$ cat config.mk
export PLATFORM = sky130hd
export DESIGN_NAME = sync_fifo_param
export DESIGN_NICKNAME = d
export VERILOG_FILES = /design/src/rtl/sync_fifo_pkg.sv /design/src/rtl/sync_fifo_mem.sv /design/src/rtl/sync_fifo_param.sv
export SDC_FILE = /design/constraint.sdc
export NUM_CORES = 1
export LEC_CHECK = 0
export ABC_AREA = 1
export CELL_PAD_IN_SITES_DETAIL_PLACEMENT = 0
export CELL_PAD_IN_SITES_GLOBAL_PLACEMENT = 2
export CORE_ASPECT_RATIO = 0.5
export CORE_MARGIN = 2
export CORE_UTILIZATION = 44
export CTS_CLUSTER_DIAMETER = 120
export DETAILED_ROUTE_END_ITERATION = 6
export PLACE_DENSITY_LB_ADDON = 0.05
export SLEW_MARGIN = 20
export SYNTH_ARGS = -nofsm -noshare
export SYNTH_HDL_FRONTEND = slang
export SYNTH_HIERARCHICAL = 1
export SYNTH_SLANG_ARGS = --single-unit
$ cat constraint.sdc
create_clock -name clk -period 6.1 [get_ports clk]
set_input_delay 1.22 -clock clk [delete_from_list [all_inputs] [get_ports clk]]
set_output_delay 1.22 -clock clk [all_outputs]
set_load 0.01 [all_outputs]
$ cat src/rtl/sync_fifo_pkg.sv
// -----------------------------------------------------------------------------
// sync_fifo_pkg
// Shared constants and helpers for the parametrised synchronous FIFO.
//   FIFO_DATA_WIDTH   : default data word width
//   FIFO_DEPTH        : default number of entries
//   fifo_count_width  : width of an occupancy counter holding 0..DEPTH
// -----------------------------------------------------------------------------
package sync_fifo_pkg;

    localparam int FIFO_DATA_WIDTH = 16;
    localparam int FIFO_DEPTH      = 16;

    // Occupancy must represent DEPTH itself, so it needs one bit more than
    // the address.
    function automatic int fifo_count_width(input int addr_w);
        return addr_w + 1;
    endfunction

endpackage

$ cat src/rtl/sync_fifo_mem.sv
// -----------------------------------------------------------------------------
// sync_fifo_mem
// Simple dual-port register array with registered read data.
// Ports:
//   clk        : clock, rising edge
//   rst        : synchronous active-high reset (read data register only)
//   i_wr_en    : write enable
//   i_wr_addr  : write address
//   i_wr_data  : write data
//   i_rd_en    : read enable, loads o_rd_data from i_rd_addr
//   i_rd_addr  : read address
//   o_rd_data  : registered read data, holds when i_rd_en is low
// The storage array itself is never reset.
// -----------------------------------------------------------------------------
module sync_fifo_mem
    import sync_fifo_pkg::*;
#(
    parameter int DATA_WIDTH = FIFO_DATA_WIDTH,
    parameter int ADDR_WIDTH = $clog2(FIFO_DEPTH)
) (
    input  logic                  clk,
    input  logic                  rst,
    input  logic                  i_wr_en,
    input  logic [ADDR_WIDTH-1:0] i_wr_addr,
    input  logic [DATA_WIDTH-1:0] i_wr_data,
    input  logic                  i_rd_en,
    input  logic [ADDR_WIDTH-1:0] i_rd_addr,
    output logic [DATA_WIDTH-1:0] o_rd_data
);

    logic [DATA_WIDTH-1:0] r_mem [0:(1<<ADDR_WIDTH)-1];
    logic [DATA_WIDTH-1:0] r_rd_data;

    always_ff @(posedge clk) begin
        if (i_wr_en) begin
            r_mem[i_wr_addr] <= i_wr_data;
        end
    end

    // A read and a write to the same address in one cycle returns the old
    // word, which is what a full FIFO doing read+write needs.
    always_ff @(posedge clk) begin
        if (rst) begin
            r_rd_data <= '0;
        end else if (i_rd_en) begin
            r_rd_data <= r_mem[i_rd_addr];
        end
    end

    assign o_rd_data = r_rd_data;

endmodule

$ cat src/rtl/sync_fifo_param.sv
// -----------------------------------------------------------------------------
// sync_fifo_param
// Parametrised single-clock FIFO with registered full/empty and programmable
// almost-full/almost-empty flags. Pointers and occupancy are exported.
// Ports:
//   clk, rst           : clock and synchronous active-high reset
//   fifo_data_in       : write data
//   fifo_write         : write request
//   fifo_read          : read request
//   fifo_data_out      : read data, valid one cycle after an accepted read
//   fifo_full/empty    : count == DEPTH / count == 0
//   fifo_almost_full   : count >= AFULL_THRESH
//   fifo_almost_empty  : count <= AEMPTY_THRESH
//   counter_data_out   : occupancy 0..DEPTH
//   wr_ptr, rd_ptr     : next write / read address
// Optional macro SYNC_FIFO_ERR_EN adds sticky fifo_overflow / fifo_underflow
// outputs that record any rejected write / read since the last reset.
// -----------------------------------------------------------------------------
module sync_fifo_param
    import sync_fifo_pkg::*;
#(
    parameter int DATA_WIDTH    = FIFO_DATA_WIDTH,
    parameter int DEPTH         = FIFO_DEPTH,
    parameter int ADDR_WIDTH    = $clog2(DEPTH),
    parameter int AFULL_THRESH  = DEPTH - 2,
    parameter int AEMPTY_THRESH = 2
) (
    input  logic                  clk,
    input  logic                  rst,
    input  logic [DATA_WIDTH-1:0] fifo_data_in,
    input  logic                  fifo_write,
    input  logic                  fifo_read,
    output logic [DATA_WIDTH-1:0] fifo_data_out,
    output logic                  fifo_full,
    output logic                  fifo_empty,
    output logic                  fifo_almost_full,
    output logic                  fifo_almost_empty,
    output logic [ADDR_WIDTH:0]   counter_data_out,
`ifdef SYNC_FIFO_ERR_EN
    output logic                  fifo_overflow,
    output logic                  fifo_underflow,
`endif
    output logic [ADDR_WIDTH-1:0] wr_ptr,
    output logic [ADDR_WIDTH-1:0] rd_ptr
);

    localparam int CNT_W = fifo_count_width(ADDR_WIDTH);
    localparam logic [CNT_W-1:0] DEPTH_C  = CNT_W'(DEPTH);
    localparam logic [CNT_W-1:0] AFULL_C  = CNT_W'(AFULL_THRESH);
    localparam logic [CNT_W-1:0] AEMPTY_C = CNT_W'(AEMPTY_THRESH);

    logic [ADDR_WIDTH-1:0] r_wr_ptr;
    logic [ADDR_WIDTH-1:0] r_rd_ptr;
    logic [CNT_W-1:0]      r_count;
    logic [CNT_W-1:0]      w_count_nxt;
    logic                  r_full;
    logic                  r_empty;
    logic                  r_afull;
    logic                  r_aempty;
    logic                  w_rd_acc;
    logic                  w_wr_acc;

    // A write into a full FIFO is accepted only when a read frees a slot in
    // the same cycle; an empty FIFO never bypasses write data to the output.
    assign w_rd_acc = fifo_read && !r_empty;
    assign w_wr_acc = fifo_write && (!r_full || w_rd_acc);

    always_comb begin
        w_count_nxt = r_count;
        if (w_wr_acc && !w_rd_acc) begin
            w_count_nxt = r_count + CNT_W'(1);
        end else if (w_rd_acc && !w_wr_acc) begin
            w_count_nxt = r_count - CNT_W'(1);
        end
    end

    // Flags are computed from the next count so they line up with
    // counter_data_out in the same cycle. Full comes from the count, so
    // equal pointers are legal both when full and when empty.
    always_ff @(posedge clk) begin
        if (rst) begin
            r_wr_ptr <= '0;
            r_rd_ptr <= '0;
            r_count  <= '0;
            r_full   <= 1'b0;
            r_empty  <= 1'b1;
            r_afull  <= 1'b0;
            r_aempty <= 1'b1;
        end else begin
            if (w_wr_acc) begin
                r_wr_ptr <= r_wr_ptr + ADDR_WIDTH'(1);
            end
            if (w_rd_acc) begin
                r_rd_ptr <= r_rd_ptr + ADDR_WIDTH'(1);
            end
            r_count  <= w_count_nxt;
            r_full   <= (w_count_nxt == DEPTH_C);
            r_empty  <= (w_count_nxt == '0);
            r_afull  <= (w_count_nxt >= AFULL_C);
            r_aempty <= (w_count_nxt <= AEMPTY_C);
        end
    end

`ifdef SYNC_FIFO_ERR_EN
    logic r_overflow;
    logic r_underflow;

    always_ff @(posedge clk) begin
        if (rst) begin
            r_overflow  <= 1'b0;
            r_underflow <= 1'b0;
        end else begin
            if (fifo_write && !w_wr_acc) begin
                r_overflow <= 1'b1;
            end
            if (fifo_read && !w_rd_acc) begin
                r_underflow <= 1'b1;
            end
        end
    end

    assign fifo_overflow  = r_overflow;
    assign fifo_underflow = r_underflow;
`endif

    // Requests presented during reset must not disturb memory or read data.
    sync_fifo_mem #(
        .DATA_WIDTH (DATA_WIDTH),
        .ADDR_WIDTH (ADDR_WIDTH)
    ) u_mem (
        .clk       (clk),
        .rst       (rst),
        .i_wr_en   (w_wr_acc && !rst),
        .i_wr_addr (r_wr_ptr),
        .i_wr_data (fifo_data_in),
        .i_rd_en   (w_rd_acc && !rst),
        .i_rd_addr (r_rd_ptr),
        .o_rd_data (fifo_data_out)
    );

    assign fifo_full         = r_full;
    assign fifo_empty        = r_empty;
    assign fifo_almost_full  = r_afull;
    assign fifo_almost_empty = r_aempty;
    assign counter_data_out  = r_count;
    assign wr_ptr            = r_wr_ptr;
    assign rd_ptr            = r_rd_ptr;

endmodule

==> Yosys cells after proc, flatten, opt, wreduce, memory -nomap -nowiden <==
Memories as Yosys holds them, arrays and structs flattened. A register that Yosys moved wholly into a read port is not among the register bits.
Cells that the tools add are included.
{ "totals": {"elab_cells": 32, "in_bits": 20, "rom_bits": 0, "output_inout_bits": 33, "latch_bits": 0, "memories": 1, "register_bits": 17, "ramBits": 256} }
{ "classes": {"shifts": 0, "n_reduce_logical": 13, "muxes": 4, "n_lt_le_gt_ge": 2, "multipliers": 0, "div_mod_pow": 0, "n_eq_ne": 1, "addsub": 4, "bitwise": 0} }
{ "mem_list": {"columns": ["memory", "words", "word_bits", "rd", "rd_ports_with_merged_regs", "write_ports", "line", "text"], "rows": [
  ["u_mem.r_mem", 16, 16, 1, 1, 1, "sync_fifo_mem.sv:31", "logic [DATA_WIDTH-1:0] r_mem [0:(1<<ADDR_WIDTH)-1];"]
]} }
{ "ops": {"columns": ["op", "count"], "rows": [
  ["$mux W5", 2],
  ["$add A4 B1 Y4 const B", 2],
  ["$logic_and A1 B1 Y1", 6],
  ["$add A5 B1 Y5 const B", 1],
  ["$eq A5 B5 Y1 const B", 1],
  ["$ge A5 B4 Y1 const B", 1],
  ["$le A5 B2 Y1 const B", 1],
  ["$logic_not A1 Y1", 5],
  ["$logic_not A5 Y1", 1],
  ["$sub A5 B1 Y5 const B", 1],
  ["$mux W1", 2],
  ["$logic_or A1 B1 Y1", 1]
]} }

==> Depth between registers and ports, before layout <==
{ "depth": {"depth_word": 9, "ltp_mapped": 11, "depth_no_buf": 11} }

==> Modules after synthesis <==
The synthesis kept the hierarchy.
{ "modules_own_cells": {"columns": ["mod", "seq_area_each_um2", "area_per_inst_um2", "cells_per_inst", "instances"], "rows": [
  ["sync_fifo_mem", 8007.7, 11038.1, 951, 1],
  ["sync_fifo_param", 340.3, 898.4, 131, 1]
]} }

==> Worst setup path after synthesis <==
OpenSTA, ideal clock, no wires.
{ "synth_timing": {"path_kind": "input port to flip-flop", "start": "in fifo_read", "end": "mem u_mem/r_mem[12][0] (netlist bit) (enable)", "setup_ps": 388, "t_required_ps": 5712, "t_arrival_ps": 2540, "n_path_buf": 0, "setup_slack_ps": 3171, "stages": 6, "path_cell_list": "inv_2 nor2_4 o21ai_1 nor2_1 nand3_1 nor2_1"} }
{ "synth_via": {"elab_chain_cells": 6} }
{ "synth_rtl": {"columns": ["element", "line", "text"], "rows": [
  ["start: declaration", "sync_fifo_param.sv:32", "input logic fifo_read,"],
  ["$logic_and A1 B1 Y1", "sync_fifo_param.sv:65", "assign w_rd_acc = fifo_read && !r_empty;"],
  ["$logic_or A1 B1 Y1", "sync_fifo_param.sv:66", "assign w_wr_acc = fifo_write && (!r_full || w_rd_acc);"],
  ["$logic_and A1 B1 Y1", "sync_fifo_param.sv:66", null],
  ["$logic_and A1 B1 Y1", "sync_fifo_param.sv:133", ".i_wr_en (w_wr_acc && !rst),"],
  ["$mux W1", "sync_fifo_mem.sv:35", "if (i_wr_en) begin"],
  ["$mux W1 (not written as such)", "sync_fifo_mem.sv:36", "r_mem[i_wr_addr] <= i_wr_data;"],
  ["end: declaration", "sync_fifo_mem.sv:31", null]
]} }
No other way between the ends.

==> Worst setup path after layout <==
{ "layout_timing": {"start": "in fifo_read", "end": "mem u_mem/r_mem[4][8] (netlist bit) (enable)"} }
The elaborated chain is that of the path after synthesis.

==> impl_metrics.tcl <==
set metrics [dict create \
    internal-power_uw 3203 \
    clock.fmax_mhz 279.5 \
    critPathBufInv 2 \
    numCtsBuffers 26 \
    fin_worst_skew_ns 0.01086 \
    synth-seq-area-share 0.6994 \
    drc 0 \
    synth_edf_count 256 \
    cts_tree "built" \
    sw_frac_of_total 0.2427 \
    finalWirelength_um 31740 \
    pwr_density_cell_nw_per_um2 315.3 \
    clockRootBuffer "clkbuf_16" \
    final_common_cell "nand2_1" \
    drive_gt1_frac 0.06979 \
    power_frac_comb 0.101 \
    syn_nets 1106 \
    final_antenna_net_count 0 \
    antenna_found_initial 2 \
    seqPwrFrac 0.521 \
    setup_slack_ns 2.522 \
    synth_ff_type "edfxtp_1" \
    place_area_um2 12600 \
    whs_path_depth 2 \
    p_switching_uw 1026 \
    clkTransAtPathRegs_ns 0.07 \
    peakVddDrop_v 0.0001642 \
    layout.nets 1137 \
    endpoint_kind "register" \
    finish.instance_area_um2 13410 \
    cts.sinks 289 \
    async_reset_ff_frac 0 \
    p_leak_uw 0.004923 \
    grt_pass1_vias 7418 \
    area_delta_synth_final_pct 12.38 \
    vias 7802 \
    min_period_ns 3.578 \
    finalCritPeriodShare 0.5865 \
    worstPathArrival_ns 3.74 \
    layout_common_cells "372 x nand2_1, 256 x edfxtp_1, 225 x nand3_1, 52 x clkdlybuf4s50_1, 50 x nor2_1" \
    slowest_delay_ns 0.78 \
    n_fill_cell 2393 \
    ios 53 \
    rsz0062_at_grt "no" \
    die_h_um 120.5 \
    drv_slew 0 \
    portBuffers 52 \
    wl_per_cell_um 21.38 \
    crit_family "simple AND/OR/NAND/NOR gates" \
    worstPathMaxFanout 16 \
    grt_pass1_wl_um 46850 \
    worst_slew_pin_slew_ns 1.021 \
    slew_headroom 0.3170 \
    reg2regPathDepth 10 \
    clk_path_buf_depth 3 \
    hold_class "reg2reg" \
    syn_area_um2 11940 \
    final-hold-violation-count 0 \
    netlist.top_cell.by_area "edfxtp_1" \
    ys_top_cells_by_area "edfxtp_1 64%, nand2_1 12%, nand3_1 9.4%" \
    die_width_um 236.9 \
    post-place-ws_ns 1.953 \
    start_kind "input port" \
    avgViaCountPerCell 5.254 \
    rows 42 \
    start_util 0.4498 \
    tns_ns 0 \
    groute.usage.overall 0.2277 \
    drt-pass1-iter-count 6 \
    grt_max_degree 73 \
    grt_overflow 0 \
    synth-seq-cells 289 \
    path_class "in2reg" \
    required_ns 6.26 \
    syn_area_per_cell_um2 11.03 \
    clk_latency_ns 0.54 \
    p_total_uw 4229 \
    h-tree-depth 1 \
    outcome "complete, no violations" \
    synth_cells 1082 \
    cts_resized 0 \
    crit_slowest_cell "nor2_2" \
    max_cap_viol_count 0 \
    globalplace.congestion 0.8395 \
    cts_hold_buf 0 \
    die-area_um2 28540 \
    crit_path_cell_trace "clkdlybuf4s50_1 > inv_2 > nor2_4 > o21ai_1 > nor2_1 > nand3b_1 > nor2_2" \
    hpwl_um 19800 \
    power_frac_clock 0.379 \
    core_area_um2 26540 \
    yosys.area.top_type_share 0.6440 \
    yosysWarnings 6 \
    post-cts-setup-buffers 0 \
    cp.depth 7 \
    ys_types 28 \
    drtIter0Drc 667 \
    finalSetupViolCount 0 \
]
## area by class of cell
cell class / count / area (µm²) / share of cell area
timing repair buffer: 61 / 600.6 / 0.04477
tap: 352 / 440.4 / 0.03283
sequential: 289 / 8354 / 0.6228
clock buffer: 35 / 705.7 / 0.05261
inverter: 41 / 155.1 / 0.01157
multi-input combinational: 694 / 3045 / 0.2270
clock inverter: 12 / 110.1 / 0.008208
antenna: 1 / 2.502 / 0.0001865
## cells by family after synthesis
logic type / count (synthesis) / synth area share
buf+inv: 99 / 0.04906
fa+ha+maj: 4 / 0.004193
simple gates: 676 / 0.2409
flops: 289 / 0.6994
xor+xnor: 2 / 0.001468
compound gates: 12 / 0.005031
## final timing paths
path,from,to,slack [ns]
max,fifo_read,u_mem/r_mem[4][8],2.52
min,rd_ptr[0],rd_ptr[0],0.55
max reg2reg,rd_ptr[0],u_mem/o_rd_data[15],3.38
min reg2reg,rd_ptr[0],rd_ptr[0],0.55
## metrics by stage
| stage | std cells | hold slack (ns) | utilization |
|---|---|---|---|
| global placement | 1437 | 0.5397 | 0.4746 |
| global route | 1484 | 0.5701 | 0.5054 |
| CTS | 1484 | 0.5548 | 0.5054 |
| finish | 1485 | 0.5519 | 0.5055 |
| detailed placement | 1437 | 0.5410 | 0.4746 |
| floorplan | 1082 | 0.5069 | - |
## synth_stat cells (4+ instances only)
| master | count |
|---|---|
| nand2_1 | 372 |
| edfxtp_1 | 256 |
| nand3_1 | 225 |
| nor2_1 | 67 |
| inv_1 | 34 |
| dfxtp_1 | 33 |
| buf_6 | 24 |
| buf_2 | 15 |
| clkbuf_1 | 15 |
| a21oi_1 | 6 |
| inv_2 | 6 |
| o21ai_0 | 5 |
| buf_4 | 4 |
| ha_1 | 4 |
## power groups by stage
stage / clock (µW) / combinational (µW) / sequential [µW]
floorplan: 0 / 259 / 2240
global placement: 0 / 427 / 2250
detailed placement: 0 / 429 / 2250
CTS: 1630 / 430 / 2200
global route: 1710 / 473 / 2200
finish: 1600 / 426 / 2200
## worst reg2reg max path, delay by kind of cell, from the launching register on
| family | cells | cell delay, ns |
|---|---|---|
| AND/OR/NAND/NOR | 7 | 0.93 |
| buffers and inverters | 3 | 1.35 |
| flip-flops | 1 | 0.38 |
## registers in the layout, summed over array words and instances (netlist names)
signal             cells
fifo_almost_empty      1
rd_ptr                 4
fifo_full              1
fifo_empty             1
counter_data_out       5
u_mem/o_rd_data       16
fifo_almost_full       1
wr_ptr                 4
u_mem/r_mem          256
## metal layers
metal | GRT usage | part of all wire | vias to the layer above
met1 | 0.3256 | 0.46 | 3786
li1 | - | - | 3755
met2 | 0.3767 | 0.47 | 224
met4 | 0.04233 | 0.017 | 0
met5 | 0 | 0 | -
met3 | 0.03311 | 0.056 | 37
Note: power is estimated with default switching activity, not from simulation.
